File: config.mk
export PLATFORM = sky130hd
export DESIGN_NAME = bcd_long_divider
export DESIGN_NICKNAME = d
export VERILOG_FILES = /design/src/rtl/bcd_long_divider.sv
export SDC_FILE = /design/constraint.sdc
export NUM_CORES = 1
export LEC_CHECK = 0
export ABC_AREA = 1
export BUFFER_PORTS_ARGS = -buffer_cell sky130_fd_sc_hd__clkbuf_2
export CAP_MARGIN = 20
export CORE_UTILIZATION = 45
export CTS_CLUSTER_DIAMETER = 40
export DETAILED_ROUTE_END_ITERATION = 6
export PLACE_DENSITY = 0.66
export SLEW_MARGIN = 25
export SYNTH_ARGS = -nofsm -noshare
export SYNTH_HDL_FRONTEND = slang
export SYNTH_SLANG_ARGS = --single-unit
File: constraint.sdc
create_clock -name clk -period 6.4 [get_ports clk]
set_input_delay 0.32 -clock clk [delete_from_list [all_inputs] [get_ports clk]]
set_output_delay 0.32 -clock clk [all_outputs]
set_load 0.1 [all_outputs]
File: src/rtl/bcd_long_divider.sv
// -----------------------------------------------------------------------------
// bcd_long_divider
// Sequential restoring long divider on packed BCD operands. One dividend digit
// is brought down per SHIFT cycle, then SUB repeatedly subtracts the divisor in
// BCD (one subtraction per cycle) to build the quotient digit. Each digit costs
// q_i + 2 cycles. Division by zero and non-BCD operand nibbles short-circuit
// straight to DONE with an error flag.
//
// Ports
//   clk          clock, rising edge
//   rst          asynchronous active-high reset
//   start        division request, sampled only in IDLE
//   dividend     packed BCD, 4*DIGITS bits, MSD in top nibble
//   divisor      packed BCD, 4*DIGITS bits
//   quotient     registered BCD quotient (holds until next result)
//   remainder    registered BCD remainder (holds until next result)
//   busy         high in every state except IDLE
//   done         one-cycle pulse while the new result is presented
//   div_by_zero  registered error flag, updated when a result is loaded
//   bcd_err      registered error flag for an operand nibble above 9
// -----------------------------------------------------------------------------
module bcd_long_divider #(
  parameter int DIGITS = 4
) (
  input  logic                  clk,
  input  logic                  rst,
  input  logic                  start,
  input  logic [4*DIGITS-1:0]   dividend,
  input  logic [4*DIGITS-1:0]   divisor,
  output logic [4*DIGITS-1:0]   quotient,
  output logic [4*DIGITS-1:0]   remainder,
  output logic                  busy,
  output logic                  done,
  output logic                  div_by_zero,
  output logic                  bcd_err
);

  localparam int W  = 4 * DIGITS;
  localparam int RW = W + 4;  // internal remainder carries one extra digit
  localparam int CW = (DIGITS > 1) ? $clog2(DIGITS) : 1;

  typedef enum logic [1:0] {
    IDLE  = 2'd0,
    SHIFT = 2'd1,
    SUB   = 2'd2,
    DONE  = 2'd3
  } state_t;

  // True when every nibble of x is a legal BCD digit.
  function automatic logic bcd_valid(input logic [W-1:0] x);
    logic ok;
    ok = 1'b1;
    for (int i = 0; i < DIGITS; i++) begin
      if (x[4*i +: 4] > 4'd9) begin
        ok = 1'b0;
      end else begin
        ok = ok;
      end
    end
    return ok;
  endfunction

  // BCD subtract a - b with per-digit decimal borrow correction (a >= b).
  function automatic logic [RW-1:0] bcd_sub(input logic [RW-1:0] a,
                                            input logic [RW-1:0] b);
    logic            br;
    logic [4:0]      d;
    logic [RW-1:0]   r;
    br = 1'b0;
    r  = {RW{1'b0}};
    for (int i = 0; i < DIGITS + 1; i++) begin
      d = {1'b0, a[4*i +: 4]} - {1'b0, b[4*i +: 4]} - {4'b0000, br};
      if (d[4]) begin
        r[4*i +: 4] = d[3:0] + 4'd10;
        br          = 1'b1;
      end else begin
        r[4*i +: 4] = d[3:0];
        br          = 1'b0;
      end
    end
    return r;
  endfunction

  state_t          state_r, state_s;
  logic [W-1:0]    dvd_r, dvs_r, quo_r;
  logic [RW-1:0]   rem_r;
  logic [3:0]      qdig_r;
  logic [CW-1:0]   cnt_r;

  logic [W-1:0]    quotient_r, remainder_r;
  logic            busy_r, done_r, div_by_zero_r, bcd_err_r;

  logic            ops_ok_s, dvs_zero_s, ge_s, last_s;
  logic [RW-1:0]   dvs_ext_s, diff_s;

  assign ops_ok_s   = bcd_valid(dividend) && bcd_valid(divisor);
  assign dvs_zero_s = (divisor == {W{1'b0}});
  assign dvs_ext_s  = {4'b0000, dvs_r};
  // Packed BCD orders like its binary image, so a plain compare equals the
  // MSD-first digit-wise compare.
  assign ge_s       = (rem_r >= dvs_ext_s);
  assign diff_s     = bcd_sub(rem_r, dvs_ext_s);
  assign last_s     = (cnt_r == {CW{1'b0}});

  // State register.
  always_ff @(posedge clk or posedge rst) begin
    if (rst) begin
      state_r <= IDLE;
    end else begin
      state_r <= state_s;
    end
  end

  // Next-state logic.
  always_comb begin
    state_s = state_r;
    case (state_r)
      IDLE: begin
        if (start) begin
          if (!ops_ok_s || dvs_zero_s) begin
            state_s = DONE;
          end else begin
            state_s = SHIFT;
          end
        end else begin
          state_s = IDLE;
        end
      end
      SHIFT: state_s = SUB;
      SUB: begin
        if (ge_s) begin
          state_s = SUB;
        end else if (last_s) begin
          state_s = DONE;
        end else begin
          state_s = SHIFT;
        end
      end
      DONE:    state_s = IDLE;
      default: state_s = IDLE;
    endcase
  end

  // Division datapath: operand latches, working remainder, quotient build-up.
  always_ff @(posedge clk or posedge rst) begin
    if (rst) begin
      dvd_r  <= {W{1'b0}};
      dvs_r  <= {W{1'b0}};
      quo_r  <= {W{1'b0}};
      rem_r  <= {RW{1'b0}};
      qdig_r <= 4'd0;
      cnt_r  <= {CW{1'b0}};
    end else begin
      case (state_r)
        IDLE: begin
          if (start) begin
            dvd_r  <= dividend;
            dvs_r  <= divisor;
            quo_r  <= {W{1'b0}};
            rem_r  <= {RW{1'b0}};
            qdig_r <= 4'd0;
            cnt_r  <= CW'(DIGITS - 1);
          end
        end
        SHIFT: begin
          // remainder*10 + next dividend digit is a nibble shift-in in BCD
          rem_r  <= {rem_r[RW-5:0], dvd_r[{cnt_r, 2'b00} +: 4]};
          qdig_r <= 4'd0;
        end
        SUB: begin
          if (ge_s) begin
            rem_r  <= diff_s;
            qdig_r <= qdig_r + 4'd1;
          end else begin
            quo_r <= {quo_r[W-5:0], qdig_r};
            if (!last_s) begin
              cnt_r <= cnt_r - CW'(1'b1);
            end
          end
        end
        DONE: begin
        end
        default: begin
        end
      endcase
    end
  end

  // Output registers: status follows the next state, results load on DONE entry.
  always_ff @(posedge clk or posedge rst) begin
    if (rst) begin
      quotient_r    <= {W{1'b0}};
      remainder_r   <= {W{1'b0}};
      busy_r        <= 1'b0;
      done_r        <= 1'b0;
      div_by_zero_r <= 1'b0;
      bcd_err_r     <= 1'b0;
    end else begin
      busy_r <= (state_s != IDLE);
      done_r <= (state_s == DONE);
      if (state_r == IDLE && start) begin
        if (!ops_ok_s) begin
          quotient_r    <= {W{1'b0}};
          remainder_r   <= {W{1'b0}};
          div_by_zero_r <= 1'b0;
          bcd_err_r     <= 1'b1;
        end else if (dvs_zero_s) begin
          quotient_r    <= {DIGITS{4'h9}};
          remainder_r   <= dividend;
          div_by_zero_r <= 1'b1;
          bcd_err_r     <= 1'b0;
        end
      end else if (state_r == SUB && !ge_s && last_s) begin
        quotient_r    <= {quo_r[W-5:0], qdig_r};
        remainder_r   <= rem_r[W-1:0];
        div_by_zero_r <= 1'b0;
        bcd_err_r     <= 1'b0;
      end
    end
  end

  assign quotient    = quotient_r;
  assign remainder   = remainder_r;
  assign busy        = busy_r;
  assign done        = done_r;
  assign div_by_zero = div_by_zero_r;
  assign bcd_err     = bcd_err_r;

endmodule

# == Word-level counts from Yosys, hierarchy flattened ==
# Cells that the tools add are included.
# W data, S select, Z words.
# classes
n_addsub,15
order_cmp,9
n_eq_ne,9
shifts,1
mux,50
reduce_logical,19
# ops
cell,n
$mux W16,8
$pmux W20 S3,1
$mux W20,2
$gt A4 B4 Y1 const B,8
$mux W4,7
$mux W12,2
$pmux W12 S2,1
$add A4 B4 Y4 const B,5
$ge A20 B16 Y1,1
$sub A4 B4 Y5,4
$mux W1,19
$logic_not A16 Y1,1
$shiftx A16 B5 Y4,1
$sub A5 B1 Y5,3
$mux W2,7
$pmux W4 S3,1
$ne A2 B2 Y1 const B,4
$pmux W2 S4,1
$eq A2 B2 Y1 const B,3
$reduce_and A3 Y1,2
$reduce_bool A2 Y1,3
$sub A4 B1 Y5,1
$add A4 B1 Y4 const B,1
$logic_and A1 B1 Y1,4
other kinds (10),13
# word_totals
reg_bits,108
in_bits,35
wordCells,116

# == Depth between registers and ports, before layout ==
# logic_depth
depth_word,13
mapped_depth,46

# == Least setup slack after synthesis ==
# No wires, ideal clock.
# synth_timing
kind,reg-to-reg
start,reg rem_r[0]
end,reg rem_r[19]
setup_time_ns,0.116
arrival_ns,6.265
required_time_ns,6.284
setup_slack_ns,0.019
path_stages_with_launch,45
synth_period_minus_slack_ns,6.381
cell_sequence,dfrtp_1 -> inv_1 -> ha_1 -> inv_1 -> fa_1 -> nand3_1 -> nand2_1 -> fa_1 -> fa_1 -> inv_1 -> nand2_1 -> nand2_1 -> nand3b_1 -> nand2_1 -> nand2_1 -> nand2_1 -> inv_1 -> ha_1 -> (+9 left out) -> ha_1 -> inv_1 -> nand2_1 -> fa_1 -> o21ai_0 -> nand2_1 -> nand2_1 -> nand2_1 -> ha_1 -> ha_1 -> xor2_1 -> ha_1 -> o21ai_0 -> or2_2 -> nand3_1 -> o21ai_0 -> nand2_1 -> nand2_1
# synth_via
elab_chain_cells,13
word_cells_on_any_way,16
classes_between,6 x add/sub; 1 x order compare; 1 x eq/ne; 7 x mux; 1 x reduce/logical
# synth_rtl
item,line,text
start: declaration,86,logic [RW-1:0] rem_r;
start signal: assignment,150,rem_r <= {RW{1'b0}};
start signal: assignment,160,rem_r <= {RW{1'b0}};
start signal: assignment,167,"rem_r <= {rem_r[RW-5:0], dvd_r[{cnt_r, 2'b00} +: 4]};"
$sub A4 B4 Y5,72,"d = {1'b0, a[4*i +: 4]} - {1'b0, b[4*i +: 4]} - {4'b0000, br};"
$mux W1,73,if (d[4]) begin
$sub A5 B1 Y5,72,
$mux W1,73,
$sub A5 B1 Y5,72,
$mux W1,73,
$sub A5 B1 Y5,72,
$mux W1,73,
$sub A4 B1 Y5,72,
$add A4 B4 Y4,74,r[4*i +: 4] = d[3:0] + 4'd10;
$mux W4,73,
$mux W20,171,if (ge_s) begin
$pmux W20 S3,154,case (state_r)
# Several ways; a longest one is shown, not always the timed one. The select of a mux whose other input is x is not followed.
# A chain may end at the register's enable or synchronous reset.

# == Worst setup path in the final report ==
# Same ends and word-level chain as after synthesis.

==> run summary <==
Final setup fails - 0
Worst EP arrival - 6560 ps
Clock skew - 9.41 ps
CP delay by family, top - adder cells
Die H - 122 um
Most common cell in the netlist - nand2_1
Slew Viols, Final - 0
Critical Path Fanout Max - 3
H-Tree Depth - 3
Netlist Area Pre-Place - 0.00647 mm^2
Fin crit share - 98.8%
Most common cell on crit path - nand2_2
Core Rows - 43
Post-synth top flop - dfrtp_1
P&R area growth vs syn - 16.2%
RSZ-0062 raised after global routing - true
Worst reg2reg path startpoint - rem_r[0]$_DFFE_PP0P_
Final Hold Fails - 0
Hold Slack - 191 ps
Netlist cell types - 40
CTS tree - yes
Worst-path clk slew - 70 ps
Seq/Total Area, Yosys - 41.8%
Cell count of the worst reg-to-reg path - 44
Post-Syn Nets - 928
Yosys reg bits - 108
CTS sink count - 108
Post-synth EDFFs - 0
Worst Hold End - dvd_r[0]$_DFFE_PP0P_
Top cells by area, synth - dfrtp_1 (42%), nand2_1 (17%), ha_1 (8.9%)
Post-route ant nets - 0
Die X - 122 um
Status - complete, but fails checks
Initial antenna violation count - 0
YS warnings - 0
Synth top area share - 41.8%
Clk root buf - clkbuf_16
Most frequent cells after synthesis - nand2_1 (297), dfrtp_1 (108), inv_1 (100), o21ai_0 (86), nand3_1 (50)
Largest net degree at the start of global routing - 80
Skew-Pair Late Insertion Delay - 360 ps
Failing checks - design-rule violations
Core area - 0.0139 mm^2
First-pass GRT wire length - 26700 um
Synthesized area per cell - 7.68 um^2
Critical Path Slowest Stage Cell - fa_2
DRT iter0 DRCs - 409
Clock buffer depth - 2
Yosys top cell by area - dfrtp_1
Starting Density - 46.4%
Ports - 71
Routed vias/inst - 5.22
Syn Inst Count - 842
Global route overflow - 0
Kind of critical path - flop to flop
Relative max-transition margin - 34.7%
Routed length per instance - 15.0 um
Post-DP HPWL - 11300 um
Critical Path RT - 6640 ps
DRC viols - 2
GRT Total Usage - 23.4%
Final Critical Period - 6320 ps
Total CTS buffers - 9
Hold Crit Class - input port to flop
Vias in the first global route - 5441
Pre-Repair DR Iteration Count - 7
DR vias - 5739
RD Place Congestion - 0.847
Die area - 0.0149 mm^2
FF-to-FF End - rem_r[19]$_DFFE_PP0P_
Routed WL - 16400 um
Async S/R FF share, synth - 100%
Nets - 1000
Reg-to-reg setup timing slack - 80 ps
Slew at the pin with the worst max-slew slack - 977 ps
Crit. End Element - flop
# Max-Cap Violations - 0
Max frequency - 158 MHz
IO Port Bufs - 70
# diodes - 0
Hold wc startpoint - dividend[0]
CP max stage delay - 420 ps
WHS Path Cells - 3
CP Buf/Inv Count - 7
Layout cell share with drive strength beyond 1 - 18.3%
Setup TNS Final - 0 ps
Crit start category - flop
per-stage QoR:
step                cells  util, %  setup slack, ps  instance area [um^2]
finish               1099     53.9             77.5                  7520
global route         1099     53.9             -280                  7520
CTS                  1090     52.4             56.1                  7300
detailed placement   1071     50.0             -201                  6970
global placement     1071     50.0            0.330                  6970
floorplan             842        -             18.7                  6470
final cells by class:
| class | instances | area, um^2 |
|---|---|---|
| clock inverters | 6 | 71.3 |
| inverters | 104 | 395 |
| clock buffers | 10 | 229 |
| flip-flops and latches | 108 | 2700 |
| repair buffers | 94 | 537 |
| multi-input cells | 597 | 3360 |
| fillers | 1324 | 6420 |
| well taps | 180 | 225 |
placed cells by master, fill, tap and decap left out, drive strengths merged, types with 2 or more instances in the layout:
cell / instances
clkbuf: 80
xnor2: 6
nor2: 28
nand4: 8
inv: 105
buf: 23
clkinv: 3
a21o: 2
o2111a: 2
or2: 5
o211ai: 5
dfrtp: 108
nand3b: 3
nand2: 302
fa: 5
ha: 46
xor2: 7
o22ai: 6
o21ai: 98
a21oi: 16
nand3: 53
nor4: 2
worst min-delay path, cell delays in order:
cell and delay (ps):
clkbuf_2 80, nand2_1 50, o21ai_0 60
flip-flops by register name, indices dropped and copies added, names as in the netlist, 2 cells and up:
signal and flops:
cnt_r 2, dvd_r 16, dvs_r 16, qdig_r 4, quo_r 12, quotient 16, rem_r 20, remainder 16
state_r 2
worst max-delay path by stage:
stage / startpoint / end / cells after the start
2_1_floorplan: rem_r[0]$_DFFE_PP0P_ / rem_r[19]$_DFFE_PP0P_ / 44
3_3_place_gp: rem_r[0]$_DFFE_PP0P_ / rem_r[19]$_DFFE_PP0P_ / 44
3_5_place_dp: rem_r[0]$_DFFE_PP0P_ / rem_r[19]$_DFFE_PP0P_ / 44
4_1_cts: rem_r[0]$_DFFE_PP0P_ / rem_r[19]$_DFFE_PP0P_ / 44
5_1_grt: rem_r[0]$_DFFE_PP0P_ / rem_r[19]$_DFFE_PP0P_ / 44
6_report: rem_r[0]$_DFFE_PP0P_ / rem_r[19]$_DFFE_PP0P_ / 44
repair_timing:
action,in CTS,in global routing
resized for setup,6,43
hold buffers,1,0
hold endpoints to repair,29,0
pin swaps,2,27
endpoints found under the setup margin,2,3
setup buffers,2,9
cells by family (layout without fill, tap and decap cells):
family,count (synthesis),after routing,synth area share [%]
simple gates,402,402,26.3
buf+inv,137,214,8.68
compound gates,131,131,11.0
flops,108,108,41.8
fa+ha+maj,51,51,10.4
xor+xnor,13,13,1.76
per-layer routing:
layer  global-route usage, %  vias to the layer above  wire length, um
met4                    6.94                        0              371
met2                    39.7                      135             8020
met5                       0                        -                0
met3                    4.63                       21              730
li1                        -                     2823                -
met1                    30.0                     2760             7310
Power is left out: the tool's default activity adds up to more than one toggle a clock period on the data nets, which glitch-free logic cannot reach.
